File: src/rtl/fp_arb_pkg.sv
// Shared types and constants for the fp unit arbiter.
package fp_arb_pkg;

    localparam int unsigned FP_DBL_WIDTH    = 64;
    localparam int unsigned FP_NUM_CLIENTS  = 4;
    localparam int unsigned FP_MAX_INFLIGHT = 4;

    // Idle cycles forced after each issue so a late-dropping u_ready is honoured.
    localparam int unsigned FP_ISSUE_GAP = 1;

    typedef logic [$clog2(FP_NUM_CLIENTS)-1:0] client_id_t;

endpackage

File: src/rtl/fp_arb_tag_fifo.sv
// Owner-tag FIFO: records which client each in-flight fp op belongs to, in issue order.
module fp_arb_tag_fifo
    import fp_arb_pkg::*;
#(
    parameter int unsigned DEPTH = FP_MAX_INFLIGHT,
    parameter int unsigned WIDTH = $bits(client_id_t)
) (
    input  logic             clk,
    input  logic             rst,
    input  logic             push,
    input  logic [WIDTH-1:0] push_data,
    input  logic             pop,
    output logic [WIDTH-1:0] pop_data,
    output logic             full,
    output logic             empty
);

    localparam int unsigned PTR_W = (DEPTH > 1) ? $clog2(DEPTH) : 1;
    localparam int unsigned CNT_W = $clog2(DEPTH) + 1;

    logic [WIDTH-1:0] mem [DEPTH];
    logic [PTR_W-1:0] wr_ptr;
    logic [PTR_W-1:0] rd_ptr;
    logic [CNT_W-1:0] count;
    logic             do_push;
    logic             do_pop;

    function automatic logic [PTR_W-1:0] ptr_inc(input logic [PTR_W-1:0] p);
        return (p == PTR_W'(DEPTH - 1)) ? '0 : p + 1'b1;
    endfunction

    assign full     = (count == CNT_W'(DEPTH));
    assign empty    = (count == '0);
    assign do_push  = push && !full;
    assign do_pop   = pop && !empty;
    assign pop_data = mem[rd_ptr];

    // Tag storage; contents are don't-care until written.
    always_ff @(posedge clk) begin
        if (do_push) mem[wr_ptr] <= push_data;
    end

    // Pointers and occupancy; simultaneous push and pop leave the count unchanged.
    always_ff @(posedge clk or posedge rst) begin
        if (rst) begin
            wr_ptr <= '0;
            rd_ptr <= '0;
            count  <= '0;
        end else begin
            if (do_push) wr_ptr <= ptr_inc(wr_ptr);
            if (do_pop)  rd_ptr <= ptr_inc(rd_ptr);
            case ({do_push, do_pop})
                2'b10:   count <= count + 1'b1;
                2'b01:   count <= count - 1'b1;
                default: count <= count;
            endcase
        end
    end

endmodule

File: src/rtl/fp_unit_arbiter.sv
// Shares one fp multiplier/adder between several CMU client ports using
// round-robin issue and an owner-tag FIFO to route results back.
module fp_unit_arbiter
    import fp_arb_pkg::*;
#(
    parameter int unsigned DBL_WIDTH    = FP_DBL_WIDTH,
    parameter int unsigned NUM_CLIENTS  = FP_NUM_CLIENTS,
    parameter int unsigned MAX_INFLIGHT = FP_MAX_INFLIGHT
) (
    input  logic                                 clk,
    input  logic                                 rst,
    input  logic [NUM_CLIENTS-1:0]               c_valid,
    input  logic [NUM_CLIENTS-1:0][DBL_WIDTH-1:0] c_a,
    input  logic [NUM_CLIENTS-1:0][DBL_WIDTH-1:0] c_b,
    output logic [NUM_CLIENTS-1:0]               c_ready,
    output logic [NUM_CLIENTS-1:0]               c_finish,
    output logic [DBL_WIDTH-1:0]                 c_result,
    output logic                                 u_valid,
    output logic [DBL_WIDTH-1:0]                 u_a,
    output logic [DBL_WIDTH-1:0]                 u_b,
    input  logic                                 u_ready,
    input  logic                                 u_finish,
    input  logic [DBL_WIDTH-1:0]                 u_result,
    output logic                                 err_proto
);

    localparam int unsigned TAG_W = $clog2(NUM_CLIENTS);
    localparam int unsigned GAP_W = $clog2(FP_ISSUE_GAP + 1);

    logic [NUM_CLIENTS-1:0]                pending;
    logic [NUM_CLIENTS-1:0]                busy;
    logic [NUM_CLIENTS-1:0][DBL_WIDTH-1:0] op_a;
    logic [NUM_CLIENTS-1:0][DBL_WIDTH-1:0] op_b;
    logic [TAG_W-1:0]                      rr_ptr;
    logic [TAG_W-1:0]                      grant_id;
    logic [TAG_W-1:0]                      pop_id;
    logic [GAP_W-1:0]                      gap_cnt;
    logic                                  issue;
    logic                                  pop;
    logic                                  fifo_full;
    logic                                  fifo_empty;

    // First requester at or after ptr. Scanning backwards lets the nearest one win last.
    function automatic logic [TAG_W-1:0] rr_pick(input logic [NUM_CLIENTS-1:0] req,
                                                 input logic [TAG_W-1:0]       ptr);
        logic [TAG_W-1:0] pick;
        logic [TAG_W-1:0] idx;
        pick = '0;
        for (int unsigned k = NUM_CLIENTS; k > 0; k--) begin
            idx = TAG_W'((32'(ptr) + k - 1) % NUM_CLIENTS);
            if (req[idx]) pick = idx;
        end
        return pick;
    endfunction

    assign grant_id = rr_pick(pending, rr_ptr);
    assign issue    = u_ready && (|pending) && !fifo_full && (gap_cnt == '0);
    assign pop      = u_finish && !fifo_empty;
    assign c_ready  = ~busy;

    fp_arb_tag_fifo #(
        .DEPTH (MAX_INFLIGHT),
        .WIDTH (TAG_W)
    ) u_tag_fifo (
        .clk       (clk),
        .rst       (rst),
        .push      (issue),
        .push_data (grant_id),
        .pop       (pop),
        .pop_data  (pop_id),
        .full      (fifo_full),
        .empty     (fifo_empty)
    );

    // Client slots: accept a request when idle, drop pending on grant, free on result.
    always_ff @(posedge clk or posedge rst) begin
        if (rst) begin
            pending <= '0;
            busy    <= '0;
            op_a    <= '0;
            op_b    <= '0;
        end else begin
            for (int unsigned i = 0; i < NUM_CLIENTS; i++) begin
                if (c_valid[i] && !busy[i]) begin
                    op_a[i]    <= c_a[i];
                    op_b[i]    <= c_b[i];
                    pending[i] <= 1'b1;
                    busy[i]    <= 1'b1;
                end else if (issue && (grant_id == TAG_W'(i))) begin
                    pending[i] <= 1'b0;
                end
                if (pop && (pop_id == TAG_W'(i))) busy[i] <= 1'b0;
            end
        end
    end

    // Issue register: one-cycle u_valid pulse, operands held, pointer advanced past the grant.
    always_ff @(posedge clk or posedge rst) begin
        if (rst) begin
            u_valid <= 1'b0;
            u_a     <= '0;
            u_b     <= '0;
            rr_ptr  <= '0;
            gap_cnt <= '0;
        end else begin
            u_valid <= issue;
            if (issue) begin
                u_a     <= op_a[grant_id];
                u_b     <= op_b[grant_id];
                rr_ptr  <= (grant_id == TAG_W'(NUM_CLIENTS - 1)) ? '0 : grant_id + 1'b1;
                gap_cnt <= GAP_W'(FP_ISSUE_GAP);
            end else if (gap_cnt != '0) begin
                gap_cnt <= gap_cnt - 1'b1;
            end
        end
    end

    // Return path and sticky protocol error flag.
    always_ff @(posedge clk or posedge rst) begin
        if (rst) begin
            c_finish  <= '0;
            c_result  <= '0;
            err_proto <= 1'b0;
        end else begin
            c_finish <= '0;
            if (pop) begin
                c_finish[pop_id] <= 1'b1;
                c_result         <= u_result;
            end
            err_proto <= err_proto | (|(c_valid & busy)) | (u_finish & fifo_empty);
        end
    end

endmodule
File: config.mk
export PLATFORM = sky130hd
export DESIGN_NAME = fp_unit_arbiter
export DESIGN_NICKNAME = d
export VERILOG_FILES = /design/src/rtl/fp_arb_pkg.sv /design/src/rtl/fp_arb_tag_fifo.sv /design/src/rtl/fp_unit_arbiter.sv
export SDC_FILE = /design/constraint.sdc
export NUM_CORES = 1
export LEC_CHECK = 0
export CAP_MARGIN = 25
export CELL_PAD_IN_SITES_DETAIL_PLACEMENT = 0
export CELL_PAD_IN_SITES_GLOBAL_PLACEMENT = 1
export CORE_AREA = 10 10 294 296
export CTS_CLUSTER_DIAMETER = 100
export DETAILED_ROUTE_END_ITERATION = 10
export DIE_AREA = 0 0 304 306
export PLACE_DENSITY = 0.83
export SLEW_MARGIN = 20
export SYNTH_ARGS = -nofsm -noshare
export SYNTH_HDL_FRONTEND = slang
export SYNTH_HIERARCHICAL = 1
export SYNTH_SLANG_ARGS = --single-unit
File: constraint.sdc
create_clock -name clk -period 49.6 [get_ports clk]
set_input_delay 7.44 -clock clk [delete_from_list [all_inputs] [get_ports clk]]
set_output_delay 7.44 -clock clk [all_outputs]
set_load 0.1 [all_outputs]
[Word level (Yosys, flattened, before mapping)]
Memories as Yosys holds them, arrays and structs flattened.
Index checks and enable logic that the tools add are counted.
Word-level totals
  register bits: 728
  bits in writable memories: 8
  bits of input ports: 584
  output and inout port bits: 202
  logic and storage cells: 148
  memories: 1
Operators by class
  add/sub/neg operators: 14
  magnitude comparators: 7
  equality and inequality tests: 11
  multiplexer cells: 43
  bitwise logic cells: 6
  reduce and logical (&&, ||, !) cells: 39
Memories
  u_tag_fifo.mem: depth 4, width 2, read ports 1, clocked after memory_dff 0, wr ports 1, RTL line fp_arb_tag_fifo.sv:21  | logic [WIDTH-1:0] mem [DEPTH];
Operators by type and width (number)
  64-bit binary-select mux with 2-bit select: 2
  64-bit 2-to-1 mux: 2
  1-bit 2-to-1 mux: 25
  1-bit logical AND: 19
  2-bit by 3-bit < comparator with 1-bit output, second input constant: 6
  2-bit nonzero test: 9
  2-bit == test, second input constant: 7
  2-bit 2-to-1 mux: 7
  2-bit by 1-bit adder with 2-bit output, second input constant: 5
  1-bit binary-select mux with 2-bit select: 4
  4-bit OR reduction: 2
  2-bit by 1-bit subtractor with 2-bit output, second input constant: 4
  2-bit by 1-bit == test with 1-bit output, second input constant: 3
  1-bit zero test: 6
  3-bit one-hot mux with 2 select lines: 1
  2-bit adder, second input constant: 2
  4-bit bitwise AND: 1
  2-bit zero test: 2
  4-bit 2-to-1 mux: 1
  4-bit NOT: 1
  3-bit by 1-bit adder with 3-bit output, second input constant: 1
  3-bit == test, second input constant: 1
  3-bit zero test: 1
  3-bit by 1-bit subtractor with 3-bit output, second input constant: 1
  6 further kinds: 7

[Depth between registers and ports, before layout]
  depth in word-level cells: 12
  gate-level depth with buffers: 12
  mapped depth without buffers: 12

[Modules after synthesis]
The synthesis kept the hierarchy.
Modules (own cells, without submodules)
  fp_unit_arbiter: times used 1, cells each 2005, area an instance 29792.3 um^2, seq. area each 18017.3 um^2
  fp_arb_tag_fifo: times used 1, cells each 51, area an instance 775.7 um^2, seq. area each 415.4 um^2

[Least setup slack after synthesis]
Ideal clock, no wire load.
  path type: input to register
  start point: in u_finish
  end point: reg u_tag_fifo.count[2]
  setup time: 0.079 ns
  data arrival time: 9.208 ns
  required time: 49.521 ns
  setup slack: 40.313 ns
  stages: 11
  buffers on the path: 2
  cell sequence: nor2b_1 > clkbuf_1 > clkbuf_1 > nand2b_4 > inv_1 > ha_1 > inv_1 > fa_1 > xor2_1 > nor2_1 > xor2_1
Between the ends
  cells in the longest elaborated chain, start to end: 4
  elaborated cells on any way between the ends: 6
  classes of those cells: eq/ne: 2; mux: 1; reduce/logical: 3
Ends and longest elaborated chain
  start, declared: RTL line fp_unit_arbiter.sv:22  | input logic u_finish,
  1-bit logical AND (*): RTL line fp_unit_arbiter.sv:58  | assign pop = u_finish && !fifo_empty;
  named net pop: RTL line fp_unit_arbiter.sv:39  | logic pop;
  1-bit logical AND (*): RTL line fp_arb_tag_fifo.sv:35  | assign do_pop = pop && !empty;
  named net u_tag_fifo.do_pop: RTL line fp_arb_tag_fifo.sv:26  | logic do_pop;
  2-bit by 1-bit == test with 1-bit output or 2-bit == test (tied branches): RTL line fp_arb_tag_fifo.sv:52  | case ({do_push, do_pop})
  3-bit one-hot mux with 2 select lines or 2-bit nonzero test (tied branches)
  end signal, assigned: RTL line fp_arb_tag_fifo.sv:53  | 2'b10: count <= count + 1'b1;
  end signal, assigned: RTL line fp_arb_tag_fifo.sv:54  | 2'b01: count <= count - 1'b1;
  end signal, assigned: RTL line fp_arb_tag_fifo.sv:55  | default: count <= count;
  end, declared: RTL line fp_arb_tag_fifo.sv:24  | logic [CNT_W-1:0] count;
The timed path passes the listed nets; every way through them passes the cells marked *.
A chain may end at the register's enable or synchronous reset.

==> results_dict.tcl <==
set metrics [dict create \
    initial_core_util_pct 38.07 \
    synth_nets 2647 \
    die_y_um 306 \
    synthCells 2056 \
    core-area_mm2 0.08029 \
    postCtsHoldBufs 0 \
    ys_types 43 \
    crit_path_max_fanout 152 \
    rows 104 \
    crit_buf_inv 7 \
    seq_power_share_pct 32.4 \
    ys_ff_latch 735 \
    vdd_drop_max_uv 47.88 \
    finalSetupViolCount 0 \
    synth-seq-area-share_pct 60.30 \
    pin_count 786 \
    layout-drive-gt1-share_pct 26.60 \
    status "completed" \
    pwr-share-comb_pct 49.1 \
    syn_avg_cell_area_um2 14.87 \
    initialDrtViolationCount 1183 \
    endpoint_kind "async pin" \
    drv_slew 0 \
    area_delta_synth_final_pct 38.16 \
    min_from "u_b[17]" \
    holdWs_ns 0.4895 \
    critPathKind "input port to async pin" \
    layout_min_cycle_time_ns 11.11 \
    r2r_start "pending[3]" \
    switchingPower_w 0.001421 \
    nets 3413 \
    leakagePower_nw 17.99 \
    tns_ns 0 \
    stdcell_count 3970 \
    overflow 0 \
    crit_path_top_delay_cell "buf_4" \
    num_vias 20630 \
    r2r_end "u_a[5]" \
    powerDensity_mw_per_mm2 77.80 \
    grt_max_degree 160 \
    maxCapViolations 0 \
    fmax_mhz 90.02 \
    start_kind "input port" \
    r2r_slack_ns 45.71 \
    internal_power_w 0.001865 \
    cts_resized 0 \
    routed_wl_um 100600 \
    multi_input_area_mm2 0.01134 \
    tightest_slew_ns 1.110 \
    skew_ns 0.01765 \
    cp_top_family "buffers and inverters" \
    dp.cells 3798 \
    syn_area_mm2 0.03057 \
    grt_pass1_vias 22820 \
    clkSinkCount 735 \
    sw_frac_of_total_pct 43.25 \
    avgRoutedWirePerCell_um 25.33 \
    ys.warnings.count 6 \
    ant_nets 0 \
    htreeDepth 3 \
    die_w_um 304 \
    cts_tree "done" \
    regArea_mm2 0.01843 \
    finalHoldViolations 0 \
    holdPathStages 2 \
    cts_root_buffer "clkbuf_16" \
    clkPwrFrac_pct 18.5 \
    post-route-period-util_pct 22.40 \
    antenna_found_initial 37 \
    numPortBuffers 785 \
    fp.dieArea_mm2 0.09302 \
    fin_util_pct 52.60 \
    cts_setup_buffers 0 \
    grt_pass1_wl_um 149600 \
    cts_buffers 80 \
    grt_usage_pct 20.86 \
    clk_path_buf_depth 3 \
    hold_class "register to register" \
    gp_congestion 0.8707 \
    hpwl_um 71730 \
    dr.pass1.iters 5 \
    critPathRequiredTime_ns 50.36 \
    clk_latency_ns 0.62 \
    reg2reg_depth 7 \
    slew_headroom_pct 25.75 \
    via_per_inst 5.195 \
    cpPeakStageDelay_ns 0.85 \
    clk_pin_slew_ns 0.06 \
    drcViolationCount 0 \
    whs_endpoint "u_b[17]" \
    rsz0062_at_grt "no" \
    critical_path.cell_chain "clkdlybuf4s50_1 -> clkinv_8 -> buf_4 -> buf_4 -> buf_4 -> buf_4 -> buf_16" \
    nFillCells 6657 \
    cpMostUsedCell "buf_4" \
    cp.arrival_ns 11.87 \
]
## cell usage after synthesis, drive strengths merged
cell	instances	area (um^2)
a21o	2	15.01
a21oi	7	35.03
a221o	1	10.01
a22oi	2	15.01
and2	5	36.29
and3	1	6.260
and3b	1	8.760
buf	103	655.6
clkbuf	32	120.1
dfrtp	727	18190
edfxtp	8	240.2
fa	1	20.02
ha	6	75.07
inv	19	71.32
mux2	580	6543
mux2i	257	2572
mux4	2	45.04
nand2	132	495.5
nand2b	3	26.27
nand3	3	15.01
nand4b	1	8.760
nor2	14	52.55
nor2b	6	45.04
nor3	2	15.01
nor3b	2	26.28
o21ai	2	10.01
o221ai	128	1121
o311ai	1	26.28
or2	3	18.77
or3	1	11.26
xnor2	2	17.52
xor2	2	17.52
## cells in the final DEF (no fill, tap or decap), types with 7 or more instances in the layout
cell type / count
o221ai_1: 128
clkdlybuf4s50_1: 785
clkbuf_1: 17
inv_1: 15
mux2_2: 577
mux2i_1: 257
clkinv_2: 12
nor2_1: 14
dfrtp_1: 727
a21oi_1: 7
clkbuf_16: 80
diode_2: 26
edfxtp_1: 8
nand2_1: 130
clkbuf_8: 18
buf_4: 26
## worst max-delay path by stage
stage	start	to	slack, ns	cells after the start
floorplan	rst	busy[0]	21.96	1
detailed placement	rst	op_b[56]	37.10	6
global placement	rst	op_b[116]	37.33	6
global route	rst	op_b[56]	37.93	7
CTS	rst	op_b[115]	37.77	6
finish	rst	op_b[51]	38.49	7
## routing by layer
metal / part of all wire, % / GRT usage [%] / up-vias
li1: - / - / 9058
met1: 39 / 24.62 / 10630
met2: 50 / 35.44 / 705
met3: 6.3 / 5.266 / 203
met4: 3.9 / 9.638 / 26
met5: 0.17 / 0 / -
## sequential cells by signal (all words and copies together) (netlist names)
signal and count:
gap_cnt 1, c_result 64, c_finish 4, op_a 256
u_a 64, rr_ptr 2, pending 4, err_proto 1
u_tag_fifo/mem 8, u_b 64, op_b 256, u_tag_fifo/rd_ptr 2
u_tag_fifo/count 3, busy 4, u_tag_fifo/wr_ptr 2
## power by group through the flow
| stage | Clock, W | Sequential (W) | Combinational, W |
|---|---|---|---|
| after floorplan | 0 | 0.00150 | 0.000762 |
| after global placement | 0 | 0.00105 | 0.00158 |
| after detailed placement | 0 | 0.00107 | 0.00162 |
| after CTS | 0.000623 | 0.00106 | 0.00163 |
| after global routing | 0.000649 | 0.00110 | 0.00169 |
| final | 0.000609 | 0.00106 | 0.00161 |
## through the flow
stage	instance area (um^2)	setup slack (ns)	power (W)
6_report	42230	38.49	0.003286
5_1_grt	42220	37.93	0.003442
4_1_cts	42110	37.77	0.003312
3_5_place_dp	39390	37.10	0.002694
3_3_place_gp	39280	37.33	0.002635
2_1_floorplan	30570	21.96	0.002260
## worst min-delay path, cell delays in order, from the launching register on
cell      delay [ns]
dfrtp_1         0.34
nand2_1         0.06
o221ai_1        0.06
## cell type report
type	count	share of cell area, %
tap	1060	3.140
timing repair buffer	819	19.55
clock inverter	29	0.9688
antenna	26	0.1541
clock buffer	115	5.478
inverter	19	0.2015
multi-input combinational	1167	26.86
sequential	735	43.65
## logic make-up after synthesis
kind of cell | after synthesis | synth area share, %
compound gates | 143 | 4.032
buf+inv | 154 | 2.771
mux | 839 | 29.97
simple gates | 174 | 2.505
xor+xnor | 4 | 0.1146
fa+ha+maj | 7 | 0.3111
flops | 735 | 60.30
Power figures use the tool's default switching activity.
